## src/rtl/nibble_serial_adder.sv

```systemverilog
`default_nettype none
// ============================================================================
// Module   : nibble_serial_adder (with csa4 cell)
// Brief    : Multi-cycle WIDTH-bit adder, one 4-bit nibble per clock, LSB first.
// Revision : 1.0
// ============================================================================

module csa4 (
    input  logic [3:0] a,
    input  logic [3:0] b,
    input  logic       cin,
    output logic [3:0] sum,
    output logic       cout
);
    logic [2:0] w_lo;
    logic [2:0] w_hi0;
    logic [2:0] w_hi1;

    // Upper pair is computed for both possible carries and selected by the lower carry.
    assign w_lo  = {1'b0, a[1:0]} + {1'b0, b[1:0]} + {2'b00, cin};
    assign w_hi0 = {1'b0, a[3:2]} + {1'b0, b[3:2]};
    assign w_hi1 = {1'b0, a[3:2]} + {1'b0, b[3:2]} + 3'd1;

    assign sum  = {(w_lo[2] ? w_hi1[1:0] : w_hi0[1:0]), w_lo[1:0]};
    assign cout = w_lo[2] ? w_hi1[2] : w_hi0[2];
endmodule

module nibble_serial_adder #(
    parameter int WIDTH = 16
) (
    input  logic             clk,
    input  logic             rst_n,
    input  logic             in_valid_i,
    output logic             in_ready_o,
    input  logic [WIDTH-1:0] a_i,
    input  logic [WIDTH-1:0] b_i,
    input  logic             cin_i,
    output logic             out_valid_o,
    input  logic             out_ready_i,
    output logic [WIDTH-1:0] sum_o,
    output logic             cout_o,
    output logic             busy_o
);
    localparam int N  = WIDTH / 4;
    localparam int CW = (N > 1) ? $clog2(N) : 1;
    localparam logic [CW-1:0] LAST_NIB = CW'(N - 1);

    localparam logic [1:0] S_IDLE = 2'd0;
    localparam logic [1:0] S_RUN  = 2'd1;
    localparam logic [1:0] S_DONE = 2'd2;

    logic [1:0]       state_q, state_d;
    logic             in_ready_q;
    logic [WIDTH-1:0] a_q, a_d;
    logic [WIDTH-1:0] b_q, b_d;
    logic [WIDTH-1:0] sum_q, sum_d;
    logic             carry_q, carry_d;
    logic             cout_q, cout_d;
    logic [CW-1:0]    cnt_q, cnt_d;

    logic             w_accept;
    logic             w_last;
    logic [3:0]       w_a_nib;
    logic [3:0]       w_b_nib;
    logic [3:0]       w_cell_sum;
    logic             w_cell_cout;

    assign w_accept = (state_q == S_IDLE) && in_valid_i && in_ready_q;
    assign w_last   = (cnt_q == LAST_NIB);

    // ---------------- FSM: state register ----------------
    always_ff @(posedge clk) begin
        if (!rst_n) begin
            state_q <= S_IDLE;
        end else begin
            state_q <= state_d;
        end
    end

    // ---------------- FSM: next-state logic ----------------
    always_comb begin
        state_d = state_q;
        case (state_q)
            S_IDLE:  if (w_accept)    state_d = S_RUN;
            S_RUN:   if (w_last)      state_d = S_DONE;
            S_DONE:  if (out_ready_i) state_d = S_IDLE;
            default:                  state_d = S_IDLE;
        endcase
    end

    // ---------------- FSM: outputs ----------------
    always_comb begin
        out_valid_o = (state_q == S_DONE);
        busy_o      = (state_q != S_IDLE);
    end

    // Registered so it stays low through reset and rises one edge after release.
    always_ff @(posedge clk) begin
        if (!rst_n) begin
            in_ready_q <= 1'b0;
        end else begin
            in_ready_q <= (state_d == S_IDLE);
        end
    end

    assign in_ready_o = in_ready_q;

    // ---------------- Datapath ----------------
    always_comb begin
        w_a_nib = 4'h0;
        w_b_nib = 4'h0;
        for (int k = 0; k < N; k++) begin
            if (cnt_q == CW'(k)) begin
                w_a_nib = a_q[4*k +: 4];
                w_b_nib = b_q[4*k +: 4];
            end
        end
    end

    csa4 u_cell (
        .a    (w_a_nib),
        .b    (w_b_nib),
        .cin  (carry_q),
        .sum  (w_cell_sum),
        .cout (w_cell_cout)
    );

    always_comb begin
        a_d     = a_q;
        b_d     = b_q;
        sum_d   = sum_q;
        carry_d = carry_q;
        cout_d  = cout_q;
        cnt_d   = cnt_q;
        if (w_accept) begin
            a_d     = a_i;
            b_d     = b_i;
            carry_d = cin_i;
            cnt_d   = '0;
        end else if (state_q == S_RUN) begin
            for (int k = 0; k < N; k++) begin
                if (cnt_q == CW'(k)) begin
                    sum_d[4*k +: 4] = w_cell_sum;
                end
            end
            carry_d = w_cell_cout;
            if (w_last) begin
                cout_d = w_cell_cout;
                cnt_d  = '0;
            end else begin
                cnt_d  = cnt_q + 1'b1;
            end
        end
    end

    always_ff @(posedge clk) begin
        if (!rst_n) begin
            a_q     <= '0;
            b_q     <= '0;
            sum_q   <= '0;
            carry_q <= 1'b0;
            cout_q  <= 1'b0;
            cnt_q   <= '0;
        end else begin
            a_q     <= a_d;
            b_q     <= b_d;
            sum_q   <= sum_d;
            carry_q <= carry_d;
            cout_q  <= cout_d;
            cnt_q   <= cnt_d;
        end
    end

    assign sum_o  = sum_q;
    assign cout_o = cout_q;
endmodule
`default_nettype wire

```

## config.mk

```make
export PLATFORM = sky130hd
export DESIGN_NAME = nibble_serial_adder
export DESIGN_NICKNAME = d
export VERILOG_FILES = /design/src/rtl/nibble_serial_adder.sv
export SDC_FILE = /design/constraint.sdc
export NUM_CORES = 1
export LEC_CHECK = 0
export BUFFER_PORTS_ARGS = -buffer_cell sky130_fd_sc_hd__buf_2
export CORE_MARGIN = 4
export CORE_UTILIZATION = 52
export CTS_BUF_LIST = sky130_fd_sc_hd__clkbuf_8
export CTS_CLUSTER_DIAMETER = 150
export DETAILED_ROUTE_END_ITERATION = 8
export MAX_ROUTING_LAYER = met4
export PLACE_DENSITY_LB_ADDON = 0.12
export RECOVER_POWER = 100
export SLEW_MARGIN = 30
export SYNTH_ARGS = -nofsm -noshare
export SYNTH_HDL_FRONTEND = slang
export SYNTH_SLANG_ARGS = --single-unit
```

## constraint.sdc

```tcl
create_clock -name clk -period 3.1 [get_ports clk]
set_input_delay 0.31 -clock clk [delete_from_list [all_inputs] [get_ports clk]]
set_output_delay 0.31 -clock clk [all_outputs]
set_load 0.05 [all_outputs]
```

==> results_tabular.tex, run 1 <==
\begin{tabular}{lr}
\hline
Metric & Value \\
\hline
\multicolumn{2}{l}{\textbf{Run status}} \\
Outcome & completed \\
\multicolumn{2}{l}{\textbf{Timing}} \\
Share of the cycle needed by the critical path after routing & between 90\% and 100\% \\
Worst-Margin Slew & 1.40 ns \\
Maximum operating frequency & 0.356 GHz \\
Max transition margin & 6.76\% \\
Number of setup violations in the final report & 0 \\
Number of failing hold endpoints at the final stage & 0 \\
Setup repair after global routing missed its margin & no \\
Worst clock skew & 0.00644 ns \\
Crit path time final & 2.81 ns \\
Total Negative Setup Slacks & 0 ns \\
Final Max Slew Viols & 0 \\
\multicolumn{2}{l}{\textbf{Synthesis}} \\
Portion of the post-synthesis area used by sequential elements & 45.3\% \\
Leading register cell type out of synthesis & dfxtp\_1 \\
Number of instances in the synthesized netlist & 298 \\
Post-synth EDFFs & 0 \\
Post-Syn Nets & 344 \\
Average size of a mapped cell & around 8.1 sq um \\
Synth unique cells & 30 \\
Post-synthesis sequential element count & 55 \\
Share of flip-flops with an asynchronous set or reset after synthesis & 0\% \\
YS warnings & 0 \\
Synthesized cell area & 0.00243 sq mm \\
\multicolumn{2}{l}{\textbf{Global routing}} \\
Maximum number of pins on one net before global-route repair & 36 \\
Final global-route overflow total & 0 \\
Antenna violations before repair & 0 \\
Wire length of the first global-routing pass & just under 9000 um \\
Via count of the first global-routing pass & $\sim$1,900 \\
GRT Util Overall & 18.4\% \\
\multicolumn{2}{l}{\textbf{Clocking}} \\
Clock latency on the worst-skew pair & roughly 0.30 ns \\
Cts bufs inserted & 5 \\
Sinks on the clock net & 55 \\
H-Tree Depth & 2 \\
CTS root buf & clkbuf\_8 \\
Clock edge transition at the registers on the reported setup and hold paths & 0.09 ns \\
Number of buffers on the longest clock path & 2 \\
Clock tree from TritonCTS & yes \\
\multicolumn{2}{l}{\textbf{Floorplan}} \\
Total die area & 0.00583 sq mm \\
Core Region & 0.00444 sq mm \\
Die height & 76.3 um \\
I/O pin total & 57 \\
Initial core utilization & 54.6\% \\
Horiz. Die Dim & 76.3 um \\
Row cnt & 24 \\
\multicolumn{2}{l}{\textbf{Finish}} \\
Final-stage net count & 385 \\
Antenna diode instance count & 0 \\
Fraction of layout cells with a size suffix above 1 & 14.1\% \\
Area growth from synthesis to final layout & 12.9\% \\
\multicolumn{2}{l}{\textbf{Worst setup path}} \\
Type of the worst setup path & reg2reg \\
CP required & 3.27 ns \\
Category of the worst setup path capture point & register \\
Highest net fanout along the worst path & 19 \\
Signal arrival time at the worst endpoint & 2.98 ns \\
Kind of start point of the critical path & register \\
\multicolumn{2}{l}{\textbf{Route}} \\
DRC viols & 0 \\
Via count & between 2,000 and 2,500 \\
Number of nets still failing antenna checks after routing & 0 \\
Mean number of vias per cell & between 5 and 6 \\
Drt wl/cell & 13.0 um \\
Pre-antenna DRT Iters & 4 \\
Detailed Route Iter0 Violations & 83 \\
Final wirelength & 5110 um \\
\multicolumn{2}{l}{\textbf{Power}} \\
Switching power total & 0.000350 W \\
Relative contribution of combinational cells to total power & between 10\% and 20\% \\
Leakage power summed over all cells & between 1 and 1.5 nW \\
Share of total power in sequential cells & 55.8\% \\
Pwr Total & between 0.001 and 0.0015 W \\
Cell internal pwr & 0.00100 W \\
Power per standard cell area & a little under 500 mW/mm\^{}2 \\
Sw Share & 25.9\% \\
Peak ir drop on the vdd network & 0.243 mV \\
Clock group share of total power & 30.8\% \\
\multicolumn{2}{l}{\textbf{Min path}} \\
Kind of path behind the tightest hold check & in2reg \\
\multicolumn{2}{l}{\textbf{Placed design}} \\
Last weighted congestion value of the routability-driven placer & about 0.82 \\
Number of port buffers & 56 \\
Post-detailed-placement half-perimeter wirelength & between 3000 and 4000 um \\
\multicolumn{2}{l}{\textbf{Flow run}} \\
Number of max-capacitance violations reported & 0 \\
\hline
\end{tabular}
## state kept, by name, indices dropped and copies added, names as in the netlist
name        flops
cout_o          1
state_q         2
sum_o          16
in_ready_o      1
a_q            16
cnt_q           2
b_q            16
carry_q         1
## power by group through the flow
stage	clock, W	combinational (W)	sequential, W
6_report	0.000416	0.000182	0.000754
5_1_grt	0.000468	0.000204	0.000759
4_1_cts	0.000429	0.000185	0.000755
3_5_place_dp	0	0.000184	0.000771
3_3_place_gp	0	0.000184	0.000770
2_1_floorplan	0	0.000120	0.000783
## cells by family after synthesis
group	synth area share [%]
compound gates	18.6
flops	45.3
simple gates	19.3
buf+inv	6.80
mux	3.71
fa+ha+maj	5.56
xor+xnor	0.721
## stage by stage
stage               area, sq um  utilization, %  setup WS, ns  std cells  hold WS, ns
floorplan                  2430               -         0.443        298        0.428
global placement           2670            60.0         0.332        384        0.445
detailed placement         2670            60.0         0.203        384        0.451
CTS                        2770            62.2         0.187        392        0.227
global route               2740            61.7        0.0974        392        0.220
finish                     2740            61.7         0.292        392        0.235
## layout make-up
class                      instances  area (sq um)
sequential                        55          1100
multi-input combinational        208          1170
tap                               52          65.1
fill                             439          1700
clock buffer                       7          96.3
clock inverter                     1          3.75
timing repair buffer              58           267
inverter                          11          41.3
## critical path, stage by stage, from the launching register on
cell and delay (ns):
dfxtp_1 0.42, ha_1 0.56, a21oi_1 0.08, a22o_1 0.23, ha_1 0.20, fa_1 0.45, ha_1 0.30, mux2i_1 0.31
a211oi_1 0.13
## cell usage after synthesis (3+ instances only)
cell type | count | share of area [%]
a211oi_1 | 8 | 2.5
a21oi_1 | 51 | 11
a22o_1 | 8 | 2.9
and3b_1 | 4 | 1.4
buf_2 | 11 | 2.3
buf_4 | 5 | 1.5
clkbuf_1 | 7 | 1.1
dfxtp_1 | 55 | 45
fa_1 | 3 | 2.5
ha_1 | 6 | 3.1
inv_1 | 11 | 1.7
mux2i_1 | 9 | 3.7
nand2_1 | 77 | 12
nor2_1 | 16 | 2.5
nor2b_1 | 3 | 0.77
o21ai_0 | 10 | 2.1
## metal layers
| metal | wire [um] | vias to the layer above | part of all wire [%] | global-route usage (%) |
|---|---|---|---|---|
| met1 | 2460 | 924 | 48 | 24.2 |
| met3 | 255 | 7 | 5.0 | 4.73 |
| li1 | - | 1070 | - | - |
| met4 | 65 | 0 | 1.3 | 4.71 |
| met2 | 2330 | 48 | 46 | 28.4 |
| met5 | 0 | - | 0 | - |
## cell usage in the layout (no fill, tap or decap), types with 9 or more instances in the layout
cell      Yosys  final
nand2_1      77     77
dfxtp_1      55     55
a21oi_1      51     51
buf_2        11     36
clkbuf_1      7     21
nor2_1       16     16
inv_1        11     12
o21ai_0      10     10
mux2i_1       9      9
## timing repair
item,4_1_cts,5_1_grt
buffers inserted,0,0
setup endpoints to repair,0,4
hold buffers,0,0
resized for setup,0,2
## worst paths after layout
check | start | endpoint | slack [ns] | cells after the start
worst min register to register | a_q[2] | a_q[2] | 0.46 | 2
worst max-delay path | cnt_q[0] | sum_o[15] | 0.29 | 8
worst min-delay path | b_i[9] | b_q[9] | 0.23 | 3
worst max register to register | cnt_q[0] | sum_o[15] | 0.29 | 8
No activity file was read; power rests on OpenSTA's default activity.
==> run 2, diff against run 1 <==
==> constraint.sdc (replaced) <==
create_clock -name clk -period 3.1 [get_ports clk]
set_input_delay 0.465 -clock clk [delete_from_list [all_inputs] [get_ports clk]]
set_output_delay 0.465 -clock clk [all_outputs]
set_load 0.05 [all_outputs]
==> run 2 against run 1 <==
Sequential share of layout area grew 0.20 points. Critical endpoint is now sum_o[11]. Clock-buffer cell count shrank 2. Sequential power is essentially flat. Design area shrank 0.50%. Largest cell class unchanged. Register-to-register slack lost 0.04 ns. Hold slack gained 0.15 ns. Wire length grew 2.9%. Critical path depth grew 2.
==> results_tabular.tex, run 2 (same netlist as run 1, synthesis figures left out) <==
\begin{tabular}{lr}
\hline
Metric & Value \\
\hline
\multicolumn{2}{l}{\textbf{Route}} \\
Detailed Route Iter0 Violations & 80 (-3.6\%) \\
Drt wl/cell & 13.4 um (+2.6\%) \\
Final wirelength & 5260 um (+2.9\%) \\
Pre-antenna DRT Iters & 4 (unchanged) \\
Number of nets still failing antenna checks after routing & 0 (unchanged) \\
Mean number of vias per cell & 5.19 (-0.69\%) \\
Via count & 2,040 (-0.44\%) \\
DRC viols & 0 (unchanged) \\
\multicolumn{2}{l}{\textbf{Run status}} \\
Outcome & completed \\
\multicolumn{2}{l}{\textbf{Global routing}} \\
Final global-route overflow total & 0 (unchanged) \\
Maximum number of pins on one net before global-route repair & 36 (unchanged) \\
Via count of the first global-routing pass & 1,858 (-0.69\%) \\
Antenna violations before repair & 0 (unchanged) \\
GRT Util Overall & 18.6\% (+0.16 points) \\
Wire length of the first global-routing pass & 8680 um (+0.40\%) \\
\multicolumn{2}{l}{\textbf{Worst setup path}} \\
Critical register-to-register path startpoint & cnt\_q[1] \\
Internal reg-to-reg setup slack & 0.25 ns (-0.04 ns) \\
Worst Setup EP & sum\_o[11] \\
Most numerous cell on the critical path & ha\_1 \\
Top Family by Delay on Critical Path & adder cells \\
Highest net fanout along the worst path & 17 (-2) \\
Critical path depth & 10 (+2) \\
Destination of the worst register-to-register timing path & sum\_o[11] \\
Worst setup startpoint & cnt\_q[1] \\
Depth of the worst register-to-register path & 10 (+2) \\
Type of the worst setup path & reg2reg \\
Largest incremental delay on the critical path & 0.46 ns (-0.10 ns) \\
Buf+Inv Stages, Crit Path & 1 (+1) \\
Sequence of cells on the critical path & inv\_1 > ha\_1 > a21oi\_1 > o21ai\_0 > a22o\_1 > ha\_1 > fa\_1 > ha\_1 > mux2i\_1 > a211oi\_1 \\
Category of the worst setup path capture point & register \\
Slowest-stage cell, CP & fa\_1 \\
CP required & 3.27 ns (about the same) \\
Kind of start point of the critical path & register \\
Signal arrival time at the worst endpoint & 3.02 ns (+0.04 ns) \\
\multicolumn{2}{l}{\textbf{Clocking}} \\
Cts bufs inserted & 5 (unchanged) \\
CTS root buf & clkbuf\_8 \\
Clock edge transition at the registers on the reported setup and hold paths & 0.09 ns (about the same) \\
Clock tree from TritonCTS & yes \\
Number of buffers on the longest clock path & 2 (unchanged) \\
Sinks on the clock net & 55 (unchanged) \\
H-Tree Depth & 2 (unchanged) \\
Clock latency on the worst-skew pair & 0.30 ns (about the same) \\
Post CTS Setup Buffer Count & 0 (unchanged) \\
\multicolumn{2}{l}{\textbf{Power}} \\
Peak ir drop on the vdd network & 0.283 mV (+16\%) \\
Leakage power summed over all cells & 1.04 nW (about the same) \\
Power per standard cell area & 481 mW/mm\^{}2 (-2.5\%) \\
\multicolumn{2}{l}{\textbf{Placed design}} \\
Post-detailed-placement half-perimeter wirelength & 3800 um (+1.4\%) \\
Last weighted congestion value of the routability-driven placer & 0.803 (-2.3\%) \\
Number of port buffers & 56 (unchanged) \\
Placed instance count & 385 (+0.26\%) \\
Placement-stage worst setup slack & 0.195 ns (-0.00767 ns) \\
\multicolumn{2}{l}{\textbf{Floorplan}} \\
Horiz. Die Dim & 76.3 um (unchanged) \\
Row cnt & 24 (unchanged) \\
I/O pin total & 57 (unchanged) \\
Core Region & 0.00444 sq mm (unchanged) \\
Total die area & 0.00583 sq mm (unchanged) \\
Initial core utilization & 54.6\% (unchanged) \\
Die height & 76.3 um (unchanged) \\
\multicolumn{2}{l}{\textbf{Finish}} \\
Leading cell type in the layout, fill and taps excluded & nand2\_1 \\
Number of standard cells in the final layout excluding fillers & 393 (+0.26\%) \\
Final-stage net count & 386 (+0.26\%) \\
Area growth from synthesis to final layout & 12.3\% \\
Fraction of layout cells with a size suffix above 1 & 13.8\% (-0.33 points) \\
Commonest non-fill, non-tap cells in the layout & 77 x nand2\_1, 55 x dfxtp\_1, 51 x a21oi\_1 \\
Antenna diode instance count & 0 (unchanged) \\
\multicolumn{2}{l}{\textbf{Timing}} \\
Worst-Margin Slew & 1.42 ns (+0.0189 ns) \\
Total Negative Setup Slacks & 0 ns (unchanged) \\
Maximum operating frequency & 0.351 GHz (-1.5\%) \\
Worst clock skew & 0.00599 ns (-0.000451 ns) \\
Crit path time final & 2.85 ns (+0.0419 ns) \\
Setup repair after global routing missed its margin & no \\
Number of setup violations in the final report & 0 (unchanged) \\
Max transition margin & 5.51\% (-1.3 points) \\
Number of failing hold endpoints at the final stage & 0 (unchanged) \\
Share of the cycle needed by the critical path after routing & 91.9\% (+1.4 points) \\
Final Max Slew Viols & 0 (unchanged) \\
Setup slack of the critical path after layout & 0.250 ns (-0.0419 ns) \\
\multicolumn{2}{l}{\textbf{Min path}} \\
Kind of path behind the tightest hold check & in2reg \\
Start point of the worst hold path & b\_i[9] \\
\multicolumn{2}{l}{\textbf{Flow run}} \\
Number of max-capacitance violations reported & 0 (unchanged) \\
\hline
\end{tabular}
## run 2: cell types whose count changed in the layout (fill, tap and decap cells not counted), sizes merged
cell	before	now
buf	37	38
clkbuf	28	26
inv	12	13
clkinv	0	1
## run 2: report_power, final
group / internal (W) / total [W] / switching [W]
registers: 0.000735 / 0.000755 / 0.0000191
clock network: 0.000153 / 0.000374 / 0.000222
logic: 0.0000660 / 0.000183 / 0.000117
## run 2: repair_timing
item / CTS / global route
hold buffers: 0 / 0
endpoints found under the setup margin: 0 / 8
gates resized for setup: 0 / 1
## run 2: stage by stage
step	hold slack (ns)	utilization [%]	cell area, sq um	total power [W]
2_1_floorplan	0.436	-	2430	0.000904
3_3_place_gp	0.444	60.1	2670	0.000954
3_5_place_dp	0.447	60.1	2670	0.000957
4_1_cts	0.380	62.0	2750	0.00132
5_1_grt	0.372	61.4	2730	0.00138
6_report	0.385	61.4	2730	0.00131
## run 2: worst min path at each step
| stage | end | slack, ns | cells after the start |
|---|---|---|---|
| floorplan | a_q[10] | 0.44 | 2 |
| finish | b_q[9] | 0.38 | 3 |
| global route | a_q[11] | 0.37 | 3 |
| detailed placement | b_q[1] | 0.45 | 2 |
| CTS | b_q[11] | 0.38 | 3 |
| global placement | b_q[10] | 0.44 | 2 |
## run 2: area by class of cell
class	count	area [sq um]
fillers	457	1720
multi-input cells	208	1160
flip-flops and latches	55	1100
repair buffers	59	274
clock buffers	5	68.8
well taps	52	65.1
inverters	11	41.3
clock inverters	3	12.5
## run 2: worst min-delay path, cell delays in order
cell and delay [ns]:
buf_2 0.09, nand2_1 0.04, a21oi_1 0.05
## run 2: layer usage
| layer | vias to the layer above | share of wire (%) | global-route usage, % |
|---|---|---|---|
| met1 | 914 | 49 | 24.6 |
| met3 | 7 | 4.6 | 3.78 |
| li1 | 1075 | - | - |
| met2 | 44 | 45 | 28.6 |
| met4 | 0 | 1.6 | 5.98 |
| met5 | - | 0 | - |
==> run 3, diff against run 2 <==
Settings changed: SYNTH_HIERARCHICAL from default to 1.
==> run 3 against run 2 <==
Register-to-register slack about the same. Final cell count grew 11%. Flip-flop and latch count did not move. Sequential power is essentially flat. Combinational power is 8% higher. Sequential share of layout area decreased by 4.1 points. First-iteration DRC count shrank 14%. Design area is 11% higher. Non-clock buffer count is the same. Die area is 10% higher. Clock power grew 26%. Global-route usage rose by 0.77 points. Critical path type unchanged.
==> results_tabular.tex, run 3 <==
\begin{tabular}{lr}
\hline
Metric & Value \\
\hline
\multicolumn{2}{l}{\textbf{Run status}} \\
Outcome & completed \\
\multicolumn{2}{l}{\textbf{Synthesis}} \\
Share of flip-flops with an asynchronous set or reset after synthesis & 0\% (unchanged) \\
Post-synthesis sequential element count & 55 (unchanged) \\
Compound-cell area share of the yosys netlist & 23.6\% (+5.0 points) \\
Largest family of logic cells by synthesized area & compound AO/OA/AOI/OAI gates \\
Synth unique cells & 30 (unchanged) \\
Post-Syn Nets & 371 (+7.8\%) \\
Post-synth EDFFs & 0 (unchanged) \\
Share of Yosys cell area claimed by the top area cell type & 40.7\% (-4.6 points) \\
Synthesized cell area & 0.00271 sq mm (+11\%) \\
Cell taking the most area after synthesis & dfxtp\_1 \\
YS warnings & 6 (+6) \\
Portion of the post-synthesis area used by sequential elements & 40.7\% (-4.6 points) \\
Simple-gate area share of the yosys netlist & 21.8\% (+2.6 points) \\
Average size of a mapped cell & 8.32 sq um (+2.1\%) \\
Leading register cell type out of synthesis & dfxtp\_1 \\
Top cells by area in the synthesized netlist & dfxtp\_1 41\%, nand2\_1 12\%, a21boi\_0 5.8\% \\
Leading cell type by number of instances after synthesis & nand2\_1 \\
Share of the synthesized netlist area taken by xor and xnor gates & 0.648\% (-0.074 points) \\
Multiplexer area fraction after synthesis & 0\% (-3.7 points) \\
Top cells by instance count after synthesis & 84 x nand2\_1, 55 x dfxtp\_1, 21 x a21boi\_0 \\
Number of instances in the synthesized netlist & 325 (+9.1\%) \\
Post-Synth Adder-Cell Area & 5.00\% (-0.57 points) \\
\multicolumn{2}{l}{\textbf{Clocking}} \\
Clock latency on the worst-skew pair & 0.31 ns (about the same) \\
Number of buffers on the longest clock path & 2 (unchanged) \\
Clock tree from TritonCTS & yes \\
CTS root buf & clkbuf\_8 \\
Hold-fix buffer count after cts & 0 (unchanged) \\
H-Tree Depth & 2 (unchanged) \\
Cts bufs inserted & 5 (unchanged) \\
Clock edge transition at the registers on the reported setup and hold paths & 0.10 ns (about the same) \\
Sinks on the clock net & 55 (unchanged) \\
\multicolumn{2}{l}{\textbf{Power}} \\
Pwr Total & 0.00142 W (+8.5\%) \\
Peak ir drop on the vdd network & 0.354 mV (+25\%) \\
Power per standard cell area & 469 mW/mm\^{}2 (-2.5\%) \\
Leakage power summed over all cells & 1.08 nW (+4.6\%) \\
\multicolumn{2}{l}{\textbf{Global routing}} \\
Final global-route overflow total & 0 (unchanged) \\
GRT Util Overall & 19.3\% (+0.77 points) \\
Maximum number of pins on one net before global-route repair & 54 (+50\%) \\
Via count of the first global-routing pass & 2,067 (+11\%) \\
Wire length of the first global-routing pass & 9540 um (+9.9\%) \\
Antenna violations before repair & 0 (unchanged) \\
\multicolumn{2}{l}{\textbf{Worst setup path}} \\
Highest net fanout along the worst path & 21 (+4) \\
Most numerous cell on the critical path & inv\_1 \\
Signal arrival time at the worst endpoint & 3.09 ns (+0.07 ns) \\
Destination of the worst register-to-register timing path & carry\_q \\
Slowest-stage cell, CP & dfxtp\_1 \\
Kind of start point of the critical path & register \\
Largest incremental delay on the critical path & 0.44 ns (-0.02 ns) \\
Type of the worst setup path & reg2reg \\
Sequence of cells on the critical path & inv\_1 > ha\_4 > a21oi\_1 > o21ai\_0 > a22o\_1 > ha\_1 > inv\_1 > fa\_1 > inv\_1 > ha\_1 > nand2\_2 > xor2\_1 > a22oi\_1 > a21boi\_0 \\
Internal reg-to-reg setup slack & 0.24 ns (about the same) \\
Category of the worst setup path capture point & register \\
CP required & 3.33 ns (+0.06 ns) \\
Depth of the worst register-to-register path & 14 (+4) \\
Critical register-to-register path startpoint & cnt\_q[1] \\
\multicolumn{2}{l}{\textbf{Placed design}} \\
Number of port buffers & 56 (unchanged) \\
Post-detailed-placement half-perimeter wirelength & 4160 um (+9.4\%) \\
Cell area after placement & 0.00294 sq mm (+10\%) \\
Last weighted congestion value of the routability-driven placer & 0.837 (+4.3\%) \\
Placed instance count & 427 (+11\%) \\
\multicolumn{2}{l}{\textbf{Min path}} \\
Start point of the worst hold path & b\_i[6] \\
Kind of path behind the tightest hold check & in2reg \\
Hold endpoint & b\_q[6] \\
Cell depth of the worst min-delay path & 3 (unchanged) \\
\multicolumn{2}{l}{\textbf{Finish}} \\
Antenna diode instance count & 0 (unchanged) \\
Register area & 0.00110 sq mm (unchanged) \\
Commonest non-fill, non-tap cells in the layout & 84 x nand2\_1, 55 x dfxtp\_1, 48 x a21boi\_0 \\
Finished Cell Area & 0.00304 sq mm (+11\%) \\
Filler Cell Count & 490 (+7.2\%) \\
Fraction of layout cells with a size suffix above 1 & 17.7\% (+3.9 points) \\
Number of standard cells in the final layout excluding fillers & 435 (+11\%) \\
Final-stage net count & 413 (+7.0\%) \\
Area growth from synthesis to final layout & 12.3\% (about the same) \\
Area of combinational cells with multiple inputs & 0.00139 sq mm (+19\%) \\
Leading cell type in the layout, fill and taps excluded & nand2\_1 \\
\multicolumn{2}{l}{\textbf{Timing}} \\
Number of failing hold endpoints at the final stage & 0 (unchanged) \\
Setup repair after global routing missed its margin & no \\
Final Max Slew Viols & 0 (unchanged) \\
Number of setup violations in the final report & 0 (unchanged) \\
Share of the cycle needed by the critical path after routing & 92.3\% (+0.37 points) \\
Crit path time final & 2.86 ns (+0.0115 ns) \\
Maximum operating frequency & 0.349 GHz (-0.40\%) \\
Max transition margin & 25.5\% (+20 points) \\
Post-route worst hold slack & 0.392 ns (+0.00753 ns) \\
Worst clock skew & 0.00900 ns (+0.00301 ns) \\
Worst-Margin Slew & 1.12 ns (-0.299 ns) \\
Total Negative Setup Slacks & 0 ns (unchanged) \\
\multicolumn{2}{l}{\textbf{Floorplan}} \\
Initial core utilization & 55.4\% (+0.79 points) \\
Total die area & 0.00642 sq mm (+10\%) \\
Die height & 80.1 um (+5.0\%) \\
I/O pin total & 57 (unchanged) \\
Core Region & 0.00488 sq mm (+9.8\%) \\
Horiz. Die Dim & 80.1 um (+5.0\%) \\
Row cnt & 25 (+4.2\%) \\
\multicolumn{2}{l}{\textbf{Route}} \\
DRC viols & 0 (unchanged) \\
Via count & 2,225 (+9.1\%) \\
Drt wl/cell & 13.4 um (+0.12\%) \\
Detailed Route Iter0 Violations & 69 (-14\%) \\
Mean number of vias per cell & 5.11 (-1.5\%) \\
Pre-antenna DRT Iters & 4 (unchanged) \\
Final wirelength & 5830 um (+11\%) \\
Number of nets still failing antenna checks after routing & 0 (unchanged) \\
\multicolumn{2}{l}{\textbf{Flow run}} \\
Number of max-capacitance violations reported & 0 (unchanged) \\
\hline
\end{tabular}
[run 3: through the flow]
stage               utilization [%]  setup WS (ns)
global placement               60.3          0.218
CTS                            62.6         0.0239
floorplan                         -          0.474
finish                         62.3          0.238
global route                   62.3         0.0243
detailed placement             60.3         0.0261
[run 3: worst max path at each step]
| stage | from | endpoint | slack, ns | depth (start not counted) |
|---|---|---|---|---|
| floorplan | cnt_q[0] | sum_o[11] | 0.47 | 15 |
| global placement | cnt_q[1] | carry_q | 0.22 | 14 |
| detailed placement | cnt_q[1] | sum_o[3] | 0.03 | 14 |
| CTS | cnt_q[1] | sum_o[3] | 0.02 | 14 |
| global route | cnt_q[0] | carry_q | 0.02 | 14 |
| finish | cnt_q[1] | carry_q | 0.24 | 14 |
[run 3: kinds of logic after synthesis]
group / after synthesis
simple gates: 127
flops: 55
fa+ha+maj: 9
compound gates: 88
buf+inv: 44
xor+xnor: 2
[run 3: where the power goes]
part	internal, W	switching [W]
Sequential	0.000734	0.0000200
Clock	0.000241	0.000232
Combinational	0.0000773	0.000120
[run 3: what timing repair did]
item,4_1_cts,5_1_grt
buffers inserted,0,0
setup endpoints to repair,0,10
gates resized for setup,0,7
[run 3: cell type report]
class | count | area share [%]
Clock inverter | 3 | 1.44
Sequential cell | 55 | 36.2
Inverter | 20 | 2.47
Clock buffer | 5 | 2.27
Timing Repair Buffer | 59 | 9.02
Multi-Input combinational cell | 226 | 45.8
Tap cell | 67 | 2.76
[run 3: worst max-delay path: cells and delay by family, from the launching register on]
family | cells | cell delay, ns
compound gates | 5 | 0.79
xor+xnor | 1 | 0.19
fa+ha+maj | 4 | 1.03
buf+inv | 3 | 0.29
flops | 1 | 0.44
simple gates | 1 | 0.06
[run 3: metal layers]
layer	up-vias	share of wire, %	global-route usage, %
met5	-	0	-
met2	50	48	32.0
met4	0	1.8	7.09
met1	1019	45	23.2
li1	1148	-	-
met3	8	4.5	4.04
